## config.mk

```make
export PLATFORM = sky130hd
export DESIGN_NAME = fifo_stream_reader_flat
export DESIGN_NICKNAME = d
export VERILOG_FILES = /design/src/rtl/fifo_stream_reader_if.sv /design/src/rtl/fifo_stream_reader.sv /design/src/flat_wrapper.sv
export SDC_FILE = /design/constraint.sdc
export NUM_CORES = 1
export LEC_CHECK = 0
export CAP_MARGIN = 30
export CORE_AREA = 2 2 114 89
export DETAILED_ROUTE_END_ITERATION = 10
export DIE_AREA = 0 0 116 91
export SYNTH_ARGS = -nofsm -noshare
export SYNTH_HDL_FRONTEND = slang
export SYNTH_SLANG_ARGS = --single-unit
```

## constraint.sdc

```tcl
create_clock -name i_clk -period 1.8 [get_ports i_clk]
set_input_delay 0.36 -clock i_clk [delete_from_list [all_inputs] [get_ports i_clk]]
set_output_delay 0.36 -clock i_clk [all_outputs]
set_load 0.02 [all_outputs]
```

## src/rtl/fifo_stream_reader_if.sv

```systemverilog
// Read-side bundle for fifo_stream_reader: FIFO pop/data return on one side,
// valid/ready stream on the other. The master modport is the reader's view;
// the slave modport is the view of whatever sits around it (FIFO + consumer).
interface fifo_stream_reader_if #(
    parameter int G_WIDTH = 8
);
    logic               o_fifo_rd;
    logic               i_fifo_empty;
    logic [G_WIDTH-1:0] i_fifo_data;
    logic               i_fifo_rd_done;
    logic               o_valid;
    logic               i_ready;
    logic [G_WIDTH-1:0] o_data;
    logic               o_last;

    modport master (
        output o_fifo_rd,
        input  i_fifo_empty,
        input  i_fifo_data,
        input  i_fifo_rd_done,
        output o_valid,
        input  i_ready,
        output o_data,
        output o_last
    );

    modport slave (
        input  o_fifo_rd,
        output i_fifo_empty,
        output i_fifo_data,
        output i_fifo_rd_done,
        input  o_valid,
        output i_ready,
        input  o_data,
        input  o_last
    );
endinterface

```

## src/rtl/fifo_stream_reader.sv

```systemverilog
// fifo_stream_reader: pops the synchronous FIFO, captures the returned word a
// cycle later into a small circular prefetch buffer and presents the buffer
// head as a valid/ready stream. Pop issue never looks at i_ready, so there is
// no combinational ready-to-rd path; the buffer absorbs the one-cycle return.
// Optional build macro STREAM_READER_LAST_EN adds a per-packet beat counter
// that drives o_last every G_PKT_LEN words; without it o_last is tied low.
module fifo_stream_reader #(
    parameter int G_WIDTH     = 8,
    parameter int G_BUF_DEPTH = 4,
    parameter int G_PKT_LEN   = 16
) (
    input  logic                 i_clk,
    input  logic                 i_rst_n,
    input  logic                 i_en,
    fifo_stream_reader_if.master bus,
    output logic [15:0]          o_word_cnt,
    output logic                 o_protocol_err
);
    localparam int PTR_W = $clog2(G_BUF_DEPTH);
    localparam int CNT_W = PTR_W + 1;
    localparam logic [CNT_W-1:0] DEPTH_C = CNT_W'(G_BUF_DEPTH);

    // Elaboration-time parameter sanity.
    if (G_BUF_DEPTH < 2 || (G_BUF_DEPTH & (G_BUF_DEPTH - 1)) != 0) begin : g_bad_depth
        $error("fifo_stream_reader: G_BUF_DEPTH must be a power of 2, minimum 2");
    end
    if (G_PKT_LEN < 1) begin : g_bad_pkt_len
        $error("fifo_stream_reader: G_PKT_LEN must be at least 1");
    end

    logic [G_WIDTH-1:0] buf_r [G_BUF_DEPTH];
    logic [PTR_W-1:0]   head_r;
    logic [PTR_W-1:0]   tail_r;
    logic [CNT_W-1:0]   count_r;
    logic               in_flight_r;
    logic [15:0]        word_cnt_r;
    logic               err_r;

    logic [CNT_W-1:0]   occupancy_s;
    logic [CNT_W-1:0]   count_nxt_s;
    logic               in_flight_nxt_s;
    logic               rd_s;
    logic               pop_s;
    logic               full_s;
    logic               push_s;
    logic               push_drop_s;
    logic               err_set_s;

    // Occupancy counts the word still travelling back from the FIFO so a
    // returning word always has a free slot. rd is held low while in reset.
    assign occupancy_s = count_r + CNT_W'(in_flight_r);
    assign rd_s        = i_rst_n && i_en && !bus.i_fifo_empty && (occupancy_s < DEPTH_C);
    assign pop_s       = (count_r != '0) && bus.i_ready;
    assign full_s      = (count_r == DEPTH_C);
    // A full buffer can still take a word if the head leaves in the same cycle.
    assign push_s      = bus.i_fifo_rd_done && (!full_s || pop_s);
    assign push_drop_s = bus.i_fifo_rd_done && full_s && !pop_s;
    assign err_set_s   = (bus.i_fifo_rd_done && !in_flight_r) || push_drop_s;

    // Next-state for buffer count and the outstanding-read flag.
    always_comb begin
        count_nxt_s     = count_r;
        in_flight_nxt_s = in_flight_r;
        case ({push_s, pop_s})
            2'b10:   count_nxt_s = count_r + CNT_W'(1);
            2'b01:   count_nxt_s = count_r - CNT_W'(1);
            default: count_nxt_s = count_r;
        endcase
        if (rd_s) begin
            in_flight_nxt_s = 1'b1;
        end else if (bus.i_fifo_rd_done) begin
            in_flight_nxt_s = 1'b0;
        end else begin
            in_flight_nxt_s = in_flight_r;
        end
    end

    // Control state: pointers, count, in-flight flag, delivered-word counter, sticky error.
    always_ff @(posedge i_clk or negedge i_rst_n) begin
        if (!i_rst_n) begin
            head_r      <= '0;
            tail_r      <= '0;
            count_r     <= '0;
            in_flight_r <= 1'b0;
            word_cnt_r  <= 16'd0;
            err_r       <= 1'b0;
        end else begin
            count_r     <= count_nxt_s;
            in_flight_r <= in_flight_nxt_s;
            if (push_s) begin
                tail_r <= tail_r + PTR_W'(1);
            end
            if (pop_s) begin
                head_r     <= head_r + PTR_W'(1);
                word_cnt_r <= word_cnt_r + 16'd1;
            end
            if (err_set_s) begin
                err_r <= 1'b1;
            end
        end
    end

    // Prefetch storage; cleared on reset so o_data reads 0 while in reset.
    always_ff @(posedge i_clk or negedge i_rst_n) begin
        if (!i_rst_n) begin
            for (int i = 0; i < G_BUF_DEPTH; i++) begin
                buf_r[i] <= '0;
            end
        end else if (push_s) begin
            buf_r[tail_r] <= bus.i_fifo_data;
        end
    end

    assign bus.o_fifo_rd  = rd_s;
    assign bus.o_valid    = (count_r != '0);
    assign bus.o_data     = buf_r[head_r];
    assign o_word_cnt     = word_cnt_r;
    assign o_protocol_err = err_r;

`ifdef STREAM_READER_LAST_EN
    localparam int BEAT_W = $clog2(G_PKT_LEN) + 1;
    localparam logic [BEAT_W-1:0] LAST_BEAT = BEAT_W'(G_PKT_LEN - 1);

    logic [BEAT_W-1:0] beat_r;
    logic              last_s;

    assign last_s = (count_r != '0) && (beat_r == LAST_BEAT);

    // Beat position within the current packet; restarts after the last word is taken.
    always_ff @(posedge i_clk or negedge i_rst_n) begin
        if (!i_rst_n) begin
            beat_r <= '0;
        end else if (pop_s) begin
            if (last_s) begin
                beat_r <= '0;
            end else begin
                beat_r <= beat_r + BEAT_W'(1);
            end
        end
    end

    assign bus.o_last = last_s;
`else
    assign bus.o_last = 1'b0;
`endif
endmodule

```

## src/flat_wrapper.sv

```systemverilog
// flat-port wrapper written by rule: the top's interface ports become plain ports
module fifo_stream_reader_flat 
#(
    parameter int G_WIDTH     = 8,
    parameter int G_BUF_DEPTH = 4,
    parameter int G_PKT_LEN   = 16
)
  (i_clk, i_rst_n, i_en, o_word_cnt, o_protocol_err, bus_o_fifo_rd, bus_i_fifo_empty, bus_i_fifo_data, bus_i_fifo_rd_done, bus_o_valid, bus_i_ready, bus_o_data, bus_o_last);
  fifo_stream_reader_if #(.G_WIDTH(G_WIDTH)) bus_i ();
  input  logic i_clk;
  input  logic i_rst_n;
  input  logic i_en;
  output logic [15:0] o_word_cnt;
  output logic o_protocol_err;
  output wire logic [$bits(bus_i.o_fifo_rd)-1:0] bus_o_fifo_rd;
  input wire logic [$bits(bus_i.i_fifo_empty)-1:0] bus_i_fifo_empty;
  input wire logic [$bits(bus_i.i_fifo_data)-1:0] bus_i_fifo_data;
  input wire logic [$bits(bus_i.i_fifo_rd_done)-1:0] bus_i_fifo_rd_done;
  output wire logic [$bits(bus_i.o_valid)-1:0] bus_o_valid;
  input wire logic [$bits(bus_i.i_ready)-1:0] bus_i_ready;
  output wire logic [$bits(bus_i.o_data)-1:0] bus_o_data;
  output wire logic [$bits(bus_i.o_last)-1:0] bus_o_last;
  assign bus_o_fifo_rd = bus_i.o_fifo_rd;
  assign bus_i.i_fifo_empty = bus_i_fifo_empty;
  assign bus_i.i_fifo_data = bus_i_fifo_data;
  assign bus_i.i_fifo_rd_done = bus_i_fifo_rd_done;
  assign bus_o_valid = bus_i.o_valid;
  assign bus_i.i_ready = bus_i_ready;
  assign bus_o_data = bus_i.o_data;
  assign bus_o_last = bus_i.o_last;
  fifo_stream_reader #(.G_WIDTH(G_WIDTH), .G_BUF_DEPTH(G_BUF_DEPTH), .G_PKT_LEN(G_PKT_LEN)) u_core (.i_clk(i_clk), .i_rst_n(i_rst_n), .i_en(i_en), .bus(bus_i), .o_word_cnt(o_word_cnt), .o_protocol_err(o_protocol_err));
endmodule
```

# Yosys cells after proc, flatten, opt, wreduce, memory -nomap -nowiden
# Cells that the tools add are included.
# word_totals
reg_bits,57
inputBits,14
out_inout_bits,28
elab_cells,52
# op_classes
addsub,6
magnitude_cmp,4
eq_ne,3
mux,9
bitwise_logic,2
reduce_logical,18
# ops
operator,n
bitwise mux 32 bit,1
2-to-1 mux 8 bit,3
"adder 16 x 1 -> 16 bit, second input constant",1
binary-select mux 8 bit (select 2 bit),1
demux 8 bit (select 2 bit),1
logical AND 1 bit,9
"greater-or-equal comparator 3 bit, second input constant",2
NOT 2 -> 3 bit,2
case mux 3 bit (2 select lines),1
"adder 2 x 1 -> 2 bit, second input constant",2
logical NOT 1 bit,4
nonzero test 2 bit,2
adder 3 x 1 -> 3 bit,1
"adder 3 x 1 -> 3 bit, second input constant",1
"equality test 3 bit, second input constant",1
"< comparator 3 x 1 -> 1 bit, second input constant",1
"< comparator 3 bit, second input constant",1
nonzero test 3 bit,1
"subtractor 3 x 1 -> 3 bit, second input constant",1
"equality test 2 x 1 -> 1 bit, second input constant",1
"equality test 2 bit, second input constant",1
logical OR 1 bit,2
2-to-1 mux 1 bit,2

# Longest topological paths before layout
# Gate-level depths: netlist of the first run.
# logic_depth
word_depth,6
depth_mapped,8
depth_no_buf,7

# Worst setup path after synthesis of the first run
# Ideal clock, no wire load.
# synth_path
path_type,flip-flop to flip-flop
from,register u_core.count_r[1]
to,register u_core.count_r[1]
setup_time_ns,0.087
t_arrival_ns,1.954
t_required_ns,1.713
slack_ns,-0.241
stages_incl_launch_ff,8
n_path_buf,1
period_less_slack_ns,2.041
cell_sequence,dfrtp_1 buf_6 or3_1 nand3_1 fa_1 a211oi_1 o21ai_0 a22oi_1
# synth_via
elab_chain_cells,6
word_cells_on_any_way,12
cone_classes,add/sub: 2; eq/ne: 3; mux: 1; reduce/logical: 6
# synth_rtl
element,line_no,source
"start, declared",fifo_stream_reader.sv:34,logic [CNT_W-1:0] count_r;
"start signal, assigned",fifo_stream_reader.sv:88,count_r <= count_nxt_s;
nonzero test 3 bit *,--,
named net bus_o_valid,flat_wrapper.sv:19,output wire logic [$bits(bus_i.o_valid)-1:0] bus_o_valid;
logical AND 1 bit *,fifo_stream_reader.sv:53,assign pop_s = (count_r != '0) && bus.i_ready;
logical OR 1 bit,fifo_stream_reader.sv:56,assign push_s = bus.i_fifo_rd_done && (!full_s || pop_s);
logical AND 1 bit,fifo_stream_reader.sv:56,
equality test 2 x 1 -> 1 bit / equality test 2 bit (equally long branches),fifo_stream_reader.sv:64,"case ({push_s, pop_s})"
case mux 3 bit (2 select lines) / nonzero test 2 bit (equally long branches),--,
# The timed path passes the listed nets; every way through them passes the cells marked *.
# A chain may end at the register's enable or synchronous reset.

# Worst setup path in the final report of the first run
# layout_path
from,register u_core.head_r[0]
to,output bus_o_data[2]
# layout_via
elab_chain_cells,4
# layout_rtl
element,line_no,source
"start, declared",fifo_stream_reader.sv:32,logic [PTR_W-1:0] head_r;
"start signal, assigned",fifo_stream_reader.sv:94,head_r <= head_r + PTR_W'(1);
NOT 2 -> 3 bit (not written as such),fifo_stream_reader.sv:116,assign bus.o_data = buf_r[head_r];
binary-select mux 8 bit (select 2 bit),fifo_stream_reader.sv:116,
2-to-1 mux 8 bit (not written as such) (2 in a row),fifo_stream_reader.sv:116,
"end, declared",flat_wrapper.sv:21,output wire logic [$bits(bus_i.o_data)-1:0] bus_o_data;
# Every way passes these cells. The select of a mux whose other input is x is not followed.

==> key figures, run 1 <==
Job
  • Maximum Capacitance Violations: 0

CTS
  • Master cell of the clock root buffer: clkbuf_16
  • Clock H-tree levels: 3
  • TritonCTS clock tree: done
  • CTS Sinks: 57
  • Clock insertion delay at the later pin of the skew report: 0.33 ns
  • Maximum clock insertion buffer count: 2
  • Clock-pin slew on the worst setup and hold paths: 0.05 ns
  • Clock buffer count from CTS: 9
  • Total of hold buffers inserted after clock tree synthesis: 0

Floorplanning
  • Top-level I/O count: 42
  • Number of cell rows: 31
  • Die Height: 91 um
  • Full die area: 10600 sq um
  • Core footprint: 9390 sq um
  • Starting utilization of the core area: 0.304
  • DIE WIDTH: 116 um

Pwr
  • Net switching power: 2360 uW
  • Part of the total power dissipated in the clock network: 0.233
  • Cell Int Power: 4870 uW
  • Worst IR drop on VDD: 0.564 mV
  • Flop pwr share: 0.309
  • Combinational cell fraction of total power: 0.458
  • Power density relative to cell area: 1850 nW/um^2
  • Sw Ratio: 0.326
  • P_leak: 0.00180 uW

Global routing
  • Total GRT Usage: 0.124
  • Largest net degree at the start of global routing: 58
  • Initial antenna violation count: 0
  • Via count of the first global-routing pass: 1872
  • Remaining global-route overflow: 0
  • Global-route wire length before repair: 9820 um

Worst setup path
  • Worst setup SP type: register
  • Critical Path Source: u_core.head_r[0]$_DFFE_PN0N_
  • Maximum fanout along the worst path: 3
  • Crit path DAT: 1.55 ns
  • Crit end category: output pin
  • Startpoint of the worst register-to-register path: u_core.count_r[0]$_DFFE_PN0P_
  • Worst path max stage delay: 0.50 ns
  • Slowest library cell on the worst path: mux4_2
  • Required time of the critical path: 1.44 ns
  • Critical path start-end classification: register to output pin
  • Cell-by-cell trace of the critical path: buf_4 > mux4_2 > buf_2

Routing
  • DRT Wirelength: 5800 um
  • Drt first pass iters: 4
  • DRC viols: 0
  • Detail-routed via count per cell: 4.26
  • Avg WL per Cell: 14.4 um
  • Total vias in the final route: 1717
  • Post-route antenna net violation count: 0
  • Number of DRC markers in iteration 0: 65

Yosys
  • Number of unique standard cell types used by synthesis: 39
  • Register area share after synthesis: 0.501
  • Post-Syn Area: 2850 sq um
  • Dominant cell type by area after synthesis: dfrtp_1
  • Most numerous cell types in the synthesized netlist: 57 x dfrtp_1, 32 x mux2_4, 16 x xnor2_1, 9 x nand2_1
  • Top area cells in the synthesized netlist: dfrtp_1 50%, mux2_4 17%, mux4_2 6.3%
  • Flip-flop and latch count after synthesis: 57
  • Most used flip-flop cell after synthesis: dfrtp_1
  • Syn Area/Cell: 14.6 sq um
  • Number of enable flip-flop cells after synthesis: 0
  • Most common cell in the synthesized netlist: dfrtp_1
  • Cells after synthesis: 195
  • Synthesized netlist net count: 215
  • Share of synthesized flip-flops with an asynchronous set or reset: 1.00
  • Fraction of post-synthesis cell area in the top cell type by area: 0.501
  • Yosys warns: 0

Timing
  • Count of endpoints failing setup in the final report: 43
  • Rel. slew slack: 0.521
  • Max-slew violation total from the final report: 0
  • Highest clock rate: 523 MHz
  • Tightest Pin Transition: 0.718 ns
  • Worst setup skew after layout: 0.00576 ns
  • Post-route setup slack: -0.111 ns
  • Fin crit period: 1.91 ns
  • Hold Fails Final Rpt: 0
  • RSZ-0062 raised after global routing: yes
  • Share of the clock period used by the worst path: 1.06

Outcome
  • Failing checks: setup timing
  • Run status: complete, but fails checks

Finish
  • Inserted Diodes: 0
  • Number of nets in the final layout: 286
  • Fraction of layout cells with a size suffix above 1: 0.421
  • Relative area change from synthesis to final layout: 37.5%
  • Non-filler cells, final: 403

Place
  • GP Congestion: 0.738
  • Setup Slack @ Placement: -0.358 ns
  • Count of placed standard cells including taps: 381
  • Total half-perimeter wirelength after legalization and detailed placement: 3950 um
  • Port Buffers: 40

Worst hold path
  • Worst hold path type: input pin to asynchronous set/reset pin
-- critical path: cells and delay by family, from the launching register on --
family                 cells  cell delay, ns
muxes                      1            0.50
DFF                        1            0.39
buffers and inverters      2            0.34
-- kinds of logic after synthesis --
group,share of synthesized area
buf+inv,0.0334
fa+ha+maj,0.0290
mux,0.239
flops,0.501
xor+xnor,0.0676
simple gates,0.0940
compound gates,0.0347
other cells,0.00132
-- per-layer routing --
layer,track usage,wire length (um)
met1,0.174,2920
met2,0.174,2510
met3,0.0461,279
met4,0.0446,85
met5,0,0
-- path summary, 6_finish.rpt --
kind | to | slack [ns] | cells after the start
worst min-delay path | u_core.o_word_cnt[8]$_DFFE_PN0N_ | 0.27 | 2
worst max-delay path | bus_o_data[2] | -0.11 | 3
worst max register to register | u_core.buf_r[30]$_DFFE_PN0P_ | -0.10 | 5
worst min register to register | u_core.o_protocol_err$_DFFE_PN0P_ | 0.48 | 1
min in group i_clk | u_core.o_protocol_err$_DFFE_PN0P_ | 0.48 | 1
max in group asynchronous | u_core.count_r[2]$_DFFE_PN0P_ | 1.01 | 2
-- power by group through the flow --
| stage | logic (uW) | registers (uW) | clock network [uW] |
|---|---|---|---|
| 2_1_floorplan | 2170 | 2150 | 0 |
| 3_3_place_gp | 3150 | 2240 | 0 |
| 4_1_cts | 3300 | 2240 | 1730 |
| 5_1_grt | 3560 | 2320 | 1790 |
| 6_report | 3310 | 2240 | 1680 |
| 3_5_place_dp | 3210 | 2250 | 0 |
-- repair_timing --
action	in CTS	in global routing
setup buffers	5	1
gates resized for setup	58	7
cloned	0	0
pin swaps	4	2
setup endpoints to repair	38	49
-- through the flow --
step / TNS (ns) / hold WS, ns / cell area [sq um] / total power (uW) / utilization
6_report: -3.47 / 0.273 / 3920 / 7230 / 0.417
5_1_grt: -5.62 / 0.341 / 3920 / 7670 / 0.417
4_1_cts: -2.62 / 0.307 / 3880 / 7270 / 0.413
3_5_place_dp: -15.05 / 0.462 / 3540 / 5450 / 0.377
3_3_place_gp: -14.42 / 0.467 / 3540 / 5390 / 0.377
2_1_floorplan: -1.83 / 0.0644 / 2870 / 4320 / -
-- placed cells by master (no fill, tap or decap), types with 4 or more instances in the layout --
cell	netlist	layout
buf_2	3	4
buf_4	2	27
buf_6	1	8
clkbuf_16	0	9
clkdlybuf4s50_1	0	27
dfrtp_1	57	56
ha_1	5	5
inv_1	7	7
mux2_4	32	32
mux4_2	8	8
nand2_1	9	9
nand2_8	4	4
nand3_1	8	7
nor2_1	5	5
xnor2_1	16	15
xor2_1	6	6
-- sequential cells by signal, indices dropped and copies added, names as in the netlist --
| register | flops |
|---|---|
| u_core.buf_r | 32 |
| u_core.count_r | 3 |
| u_core.head_r | 2 |
| u_core.in_flight_r | 1 |
| u_core.o_protocol_err | 1 |
| u_core.o_word_cnt | 16 |
| u_core.tail_r | 2 |
-- layout make-up --
class	count	area, sq um
flip-flops and latches	57	1430
clock inverters	5	55.1
well taps	132	165
clock buffers	11	243
fillers	889	5470
repair buffers	69	628
inverters	7	26.3
multi-input cells	122	1370
Note: power is estimated with default switching activity, not from simulation.
==> inputs of run 2 (changes only) <==
ABC_AREA = 1   (was default)
CORE_AREA = 2 2 115 89   (was 2 2 114 89)
DIE_AREA = 0 0 117 91   (was 0 0 116 91)
==> run 2 against run 1 <==
Effect of this change: the flow now finishes without violations; synthesized area up 1.6%; maximum frequency up 8.8%; sequential power down 6%; non-clock buffer count down 8; first-iteration DRC count up 65%; via count up 38%; largest power group unchanged; register-to-register slack better by 0.31 ns; design area down 3.7%; highest routed layer unchanged; synthesized cell count up 72%; sequential cell count unchanged; power down 13%.
==> key figures, run 2 <==
Place
  • Placed inst area: 3530 sq um
  • Port Buffers: 40
  • Total half-perimeter wirelength after legalization and detailed placement: 4520 um
  • Setup Slack @ Placement: -0.302 ns
  • GP Congestion: 0.822

Timing
  • Worst setup skew after layout: 0.00397 ns
  • Rel. slew slack: 0.511
  • Max-slew violation total from the final report: 0
  • Fin crit period: 1.76 ns
  • Tightest Pin Transition: 0.733 ns
  • Highest clock rate: 569 MHz
  • Hold Fails Final Rpt: 0
  • Share of the clock period used by the worst path: 0.976
  • Count of endpoints failing setup in the final report: 0
  • RSZ-0062 raised after global routing: yes
  • Post-route setup slack: 0.0433 ns

CTS
  • Master cell of the clock root buffer: clkbuf_16
  • Post-CTS Repair Setup Buffers: 0
  • Maximum clock insertion buffer count: 2
  • Clock H-tree levels: 3
  • Clock-pin slew on the worst setup and hold paths: 0.05 ns
  • Total of hold buffers inserted after clock tree synthesis: 0
  • CTS Sinks: 57
  • Clock insertion delay at the later pin of the skew report: 0.32 ns
  • Clock buffer count from CTS: 9
  • TritonCTS clock tree: done

Worst setup path
  • Top cell family by delay on the critical path: flip-flops
  • Worst setup SP type: register
  • Reg2reg path depth: 11
  • Critical path start-end classification: register to output pin
  • Crit end category: output pin
  • Top cell by count, worst path: buf_4
  • Required time of the critical path: 1.44 ns
  • Worst path max stage delay: 0.38 ns
  • Cell-by-cell trace of the critical path: buf_4 > o21ai_0 > o22ai_1 > buf_4
  • Crit path buf inv count: 2
  • Maximum fanout along the worst path: 8
  • Depth of the critical timing path with buffers and inverters included: 4
  • Slowest library cell on the worst path: dfrtp_1
  • Crit path DAT: 1.40 ns

Pwr
  • Power density relative to cell area: 1660 nW/um^2
  • Worst IR drop on VDD: 0.589 mV
  • P_leak: 0.00180 uW

Finish
  • Area occupied by multi-input gates: 1270 sq um
  • Relative area change from synthesis to final layout: 30.3%
  • Fraction of layout cells with a size suffix above 1: 0.189
  • Area used by sequential logic in the layout: 1430 sq um
  • Number of nets in the final layout: 418
  • Flip-flop count of the largest register after layout: 32
  • Top reg by flops: u_core.buf_r
  • Inserted Diodes: 0
  • Number of fill cells in the layout: 951
  • Most common cell after layout, fill and taps aside: nand2_1
  • Commonest non-fill, non-tap cells in the layout: 88 x nand2_1, 57 x dfrtp_1, 35 x nor2_1
  • Fin area: 3770 sq um

Yosys
  • Most numerous cell types in the synthesized netlist: 88 x nand2_1, 57 x dfrtp_1, 35 x nor2_1, 30 x inv_1, 25 x o21ai_1
  • Syn Area/Cell: 8.61 sq um
  • Top area cells in the synthesized netlist: dfrtp_1 49%, nand2_1 11%, nor2_1 4.5%
  • Number of enable flip-flop cells after synthesis: 0
  • Cells after synthesis: 336
  • Most common cell in the synthesized netlist: nand2_1
  • Number of unique standard cell types used by synthesis: 31
  • Synthesized netlist net count: 356
  • Yosys warns: 0
  • Most used flip-flop cell after synthesis: dfrtp_1
  • Dominant cell type by area after synthesis: dfrtp_1
  • Register area share after synthesis: 0.493
  • Post-Syn Area: 2890 sq um
  • Share of synthesized flip-flops with an asynchronous set or reset: 1.00
  • Flip-flop and latch count after synthesis: 57
  • Fraction of post-synthesis cell area in the top cell type by area: 0.493

Global routing
  • Global-route wire length before repair: 10800 um
  • Remaining global-route overflow: 0
  • Initial antenna violation count: 0
  • Largest net degree at the start of global routing: 58
  • Via count of the first global-routing pass: 2249
  • Total GRT Usage: 0.130

Routing
  • DRT Wirelength: 6370 um
  • Drt first pass iters: 4
  • Avg WL per Cell: 11.9 um
  • Number of DRC markers in iteration 0: 107
  • Post-route antenna net violation count: 0
  • Detail-routed via count per cell: 4.42
  • DRC viols: 0
  • Total vias in the final route: 2366

Floorplanning
  • Top-level I/O count: 42
  • Die Height: 91 um
  • Starting utilization of the core area: 0.305
  • Core footprint: 9500 sq um
  • Full die area: 10600 sq um
  • DIE WIDTH: 117 um
  • Number of cell rows: 31

Job
  • Maximum Capacitance Violations: 0

Worst hold path
  • Worst hold path type: input pin to asynchronous set/reset pin

Outcome
  • Run status: finished clean
run 2: cell types whose count changed in the layout (fill, tap and decap cells not counted), moves of 8 or more:
cell     previous run  this run
mux2_4             32         0
nand2_1             9        88
o21ai_0             2        22
o22ai_1             0         8
nor2_1              5        35
mux4_2              8         0
o21ai_1             1        26
inv_1               7        28
xnor2_1            15         4
run 2: logic make-up after synthesis:
kind of cell / share of synthesized area
compound gates: 0.131
xor+xnor: 0.0393
fa+ha+maj: 0.0285
buf+inv: 0.0696
flops: 0.493
other cells: 0.00130
simple gates: 0.237
run 2: final cells by class:
| class | count | area share |
|---|---|---|
| flip-flops and latches | 57 | 0.378 |
| multi-input cells | 237 | 0.336 |
| repair buffers | 61 | 0.140 |
| clock buffers | 10 | 0.0607 |
| well taps | 132 | 0.0438 |
| inverters | 32 | 0.0319 |
| clock inverters | 6 | 0.00929 |
run 2: worst paths after layout:
path | startpoint | to | slack (ns)
min reg2reg | u_core.o_protocol_err$_DFFE_PN0P_ | u_core.o_protocol_err$_DFFE_PN0P_ | 0.48
min in group i_clk | i_rst_n | u_core.in_flight_r$_DFFE_PN0P_ | 0.45
min | i_rst_n | u_core.o_word_cnt[10]$_DFFE_PN0N_ | 0.23
max | u_core.head_r[0]$_DFFE_PN0N_ | bus_o_data[4] | 0.04
max reg2reg | u_core.count_r[2]$_DFFE_PN0P_ | u_core.count_r[2]$_DFFE_PN0P_ | 0.21
max in group asynchronous | i_rst_n | u_core.head_r[0]$_DFFE_PN0N_ | 1.07
run 2: through the flow:
step / hold slack [ns] / total power [uW] / setup TNS (ns) / utilization / std cells
6_report: 0.227 / 6270 / 0 / 0.397 / 535
5_1_grt: 0.319 / 6750 / -0.0438 / 0.397 / 535
4_1_cts: 0.271 / 6280 / 0 / 0.396 / 535
3_5_place_dp: 0.468 / 4890 / -2.50 / 0.372 / 519
3_3_place_gp: 0.462 / 4840 / -2.07 / 0.372 / 519
2_1_floorplan: 0.0644 / 3810 / 0 / - / 336
run 2: per-layer routing:
layer,global-route usage,vias to the layer above,wire (um)
met5,0,-,0
met4,0.0353,0,70
met3,0.0401,7,255
met2,0.189,37,2830
met1,0.187,1125,3210
li1,-,1197,-
run 2: worst reg2reg max path, stage by stage (launching register included):
cell	delay, ns
dfrtp_1	0.37
buf_4	0.14
inv_2	0.06
a21oi_4	0.16
nand2_2	0.08
fa_1	0.38
inv_1	0.06
nand2_1	0.06
nand2_1	0.06
nand2_1	0.04
nand2_1	0.05
inv_1	0.03
run 2: timing repair:
action | 4_1_cts | 5_1_grt
endpoints found under the setup margin | 11 | 10
resized for setup | 39 | 12
pin swaps | 0 | 1
endpoints found under the hold margin | 0 | 0
run 2: where the power goes:
group	total, uW	switching [uW]	leakage [uW]	internal [uW]
registers	2100	329	0.000717	1770
logic	2690	1550	0.000951	1130
clock network	1480	566	0.000128	918
total	6270	2450	0.00180	3820
==> inputs of run 3 (changes only) <==
ABC_AREA = 0   (was 1)
CORE_AREA = 2 2 114 89   (was 2 2 115 89)
DIE_AREA = 0 0 116 91   (was 0 0 117 91)
SKIP_CTS_REPAIR_TIMING = 1   (was default)
==> run 3 against run 2 <==
Effect of this change: the run now ends with setup timing left; clock skew increased by 0.0013 ns; global-route usage decreased by 0.91 points; maximum frequency down 8.8%; critical path depth down 1; clock power up 14%; cell count fell by 25%; die area shrank 0.85%; wire length fell by 10%; sequential cell count unchanged; power increased by 14%; via count shrank 28%; critical endpoint is now bus_o_data[6]; largest cell class unchanged; largest power group unchanged.
==> key figures, run 3 (synthesized netlist as in run 1, its figures left out) <==
Outcome
  • Run status: complete, but fails checks
  • Failing checks: setup timing

CTS
  • Master cell of the clock root buffer: clkbuf_16
  • Clock insertion delay at the later pin of the skew report: 0.33 ns
  • CTS Sinks: 57
  • Clock H-tree levels: 3
  • TritonCTS clock tree: done
  • Clock buffer count from CTS: 9
  • Clock-pin slew on the worst setup and hold paths: 0.05 ns
  • Maximum clock insertion buffer count: 2

Worst setup path
  • Worst setup SP type: register
  • Crit path buf inv count: 2
  • Slowest library cell on the worst path: mux4_2
  • Crit end category: output pin
  • Crit path DAT: 1.57 ns
  • Required time of the critical path: 1.44 ns
  • Top cell family by delay on the critical path: multiplexers
  • Cell-by-cell trace of the critical path: buf_12 > mux4_2 > buf_2
  • Critical path start-end classification: register to output pin
  • Worst path max stage delay: 0.52 ns
  • Reg2reg path depth: 6
  • Depth of the critical timing path with buffers and inverters included: 3
  • Maximum fanout along the worst path: 7

Pwr
  • Power density relative to cell area: 1840 nW/um^2
  • Power after layout: 7130 uW
  • P_leak: 0.00179 uW
  • Worst IR drop on VDD: 0.508 mV

Floorplanning
  • DIE WIDTH: 116 um
  • Core footprint: 9390 sq um
  • Full die area: 10600 sq um
  • Die Height: 91 um
  • Starting utilization of the core area: 0.304
  • Number of cell rows: 31
  • Top-level I/O count: 42

Timing
  • Worst setup skew after layout: 0.00531 ns
  • Highest clock rate: 519 MHz
  • RSZ-0062 raised after global routing: yes
  • Hold Fails Final Rpt: 0
  • Share of the clock period used by the worst path: 1.07
  • Fin crit period: 1.93 ns
  • Rel. slew slack: 0.522
  • Count of endpoints failing setup in the final report: 10
  • Max-slew violation total from the final report: 0
  • Tightest Pin Transition: 0.717 ns
  • Hold WS: 0.284 ns
  • Post-route setup slack: -0.127 ns

Finish
  • Fraction of layout cells with a size suffix above 1: 0.418
  • Flip-flop count of the largest register after layout: 32
  • Share of the core filled with cells: 0.413
  • Top reg by flops: u_core.buf_r
  • Most common cell after layout, fill and taps aside: dfrtp_1
  • Commonest non-fill, non-tap cells in the layout: 54 x dfrtp_1, 32 x mux2_4, 26 x clkdlybuf4s50_1, 26 x buf_4, 16 x xnor2_1
  • Inserted Diodes: 0
  • Number of nets in the final layout: 283
  • Relative area change from synthesis to final layout: 36.1%

Routing
  • Avg WL per Cell: 14.3 um
  • Number of DRC markers in iteration 0: 70
  • Detail-routed via count per cell: 4.25
  • Drt first pass iters: 4
  • Total vias in the final route: 1700
  • Post-route antenna net violation count: 0
  • DRC viols: 0
  • DRT Wirelength: 5710 um

Global routing
  • Largest net degree at the start of global routing: 58
  • Via count of the first global-routing pass: 1827
  • Total GRT Usage: 0.121
  • Global-route wire length before repair: 9560 um
  • Initial antenna violation count: 0
  • Remaining global-route overflow: 0

Job
  • Maximum Capacitance Violations: 0

Place
  • Port Buffers: 40
  • GP Congestion: 0.738
  • Total half-perimeter wirelength after legalization and detailed placement: 3950 um

Worst hold path
  • Worst hold path type: input pin to asynchronous set/reset pin
==> run 3: cell count changes in the layout (fill, tap and decap cells not counted), moves of 7 or more <==
cell     delta
o21ai_1    -25
nand2_1    -79
o21ai_0    -20
inv_1      -21
mux4_2      +8
xnor2_1    +12
o21ai_2     -7
o22ai_1     -8
mux2_4     +32
nor2_1     -30
==> run 3: final cells by class <==
class,count,area (sq um)
Tap cell,132,165
Inverter,7,26.3
Fill cell,892,5510
Multi-Input combinational cell,122,1360
Clock buffer,11,243
Timing Repair Buffer,66,594
Clock inverter,5,55.1
Sequential cell,57,1430
==> run 3: final timing paths <==
path	startpoint	end	slack (ns)
max	u_core.head_r[0]$_DFFE_PN0N_	bus_o_data[6]	-0.13
min	i_rst_n	u_core.o_word_cnt[8]$_DFFE_PN0N_	0.28
max reg2reg	u_core.count_r[0]$_DFFE_PN0P_	u_core.count_r[1]$_DFFE_PN0P_	-0.06
min reg2reg	u_core.o_protocol_err$_DFFE_PN0P_	u_core.o_protocol_err$_DFFE_PN0P_	0.47
max in group asynchronous	i_rst_n	u_core.count_r[1]$_DFFE_PN0P_	1.00
min in group i_clk	u_core.o_protocol_err$_DFFE_PN0P_	u_core.o_protocol_err$_DFFE_PN0P_	0.47
==> run 3: through the flow <==
stage	TNS, ns	std cells	worst slack, ns	area, sq um
4_1_cts	-5.41	397	-0.533	3840
5_1_grt	-2.07	400	-0.194	3880
6_report	-0.836	400	-0.127	3880
2_1_floorplan	-1.83	195	-0.113	2870
3_5_place_dp	-15.05	381	-0.358	3540
3_3_place_gp	-14.42	381	-0.343	3540
==> run 3: where the power goes <==
group / internal [uW] / total (uW) / switching, uW
registers: 1830 / 2240 / 418
clock network: 1100 / 1680 / 581
logic: 1870 / 3200 / 1330
total: 4800 / 7130 / 2330
==> run 3: worst register-to-register path, cell delays in order (launching register included) <==
cell and delay, ns:
dfrtp_2 0.42, or3_4 0.40, nand3_2 0.09, fa_1 0.45, a211oi_2 0.16, o21ai_1 0.09, a22oi_1 0.18
==> run 3: metal layers <==
metal  part of all wire  global-route usage
met5                  0                   0
met4              0.014              0.0446
met3              0.040              0.0441
met2               0.43               0.164
met1               0.52               0.175
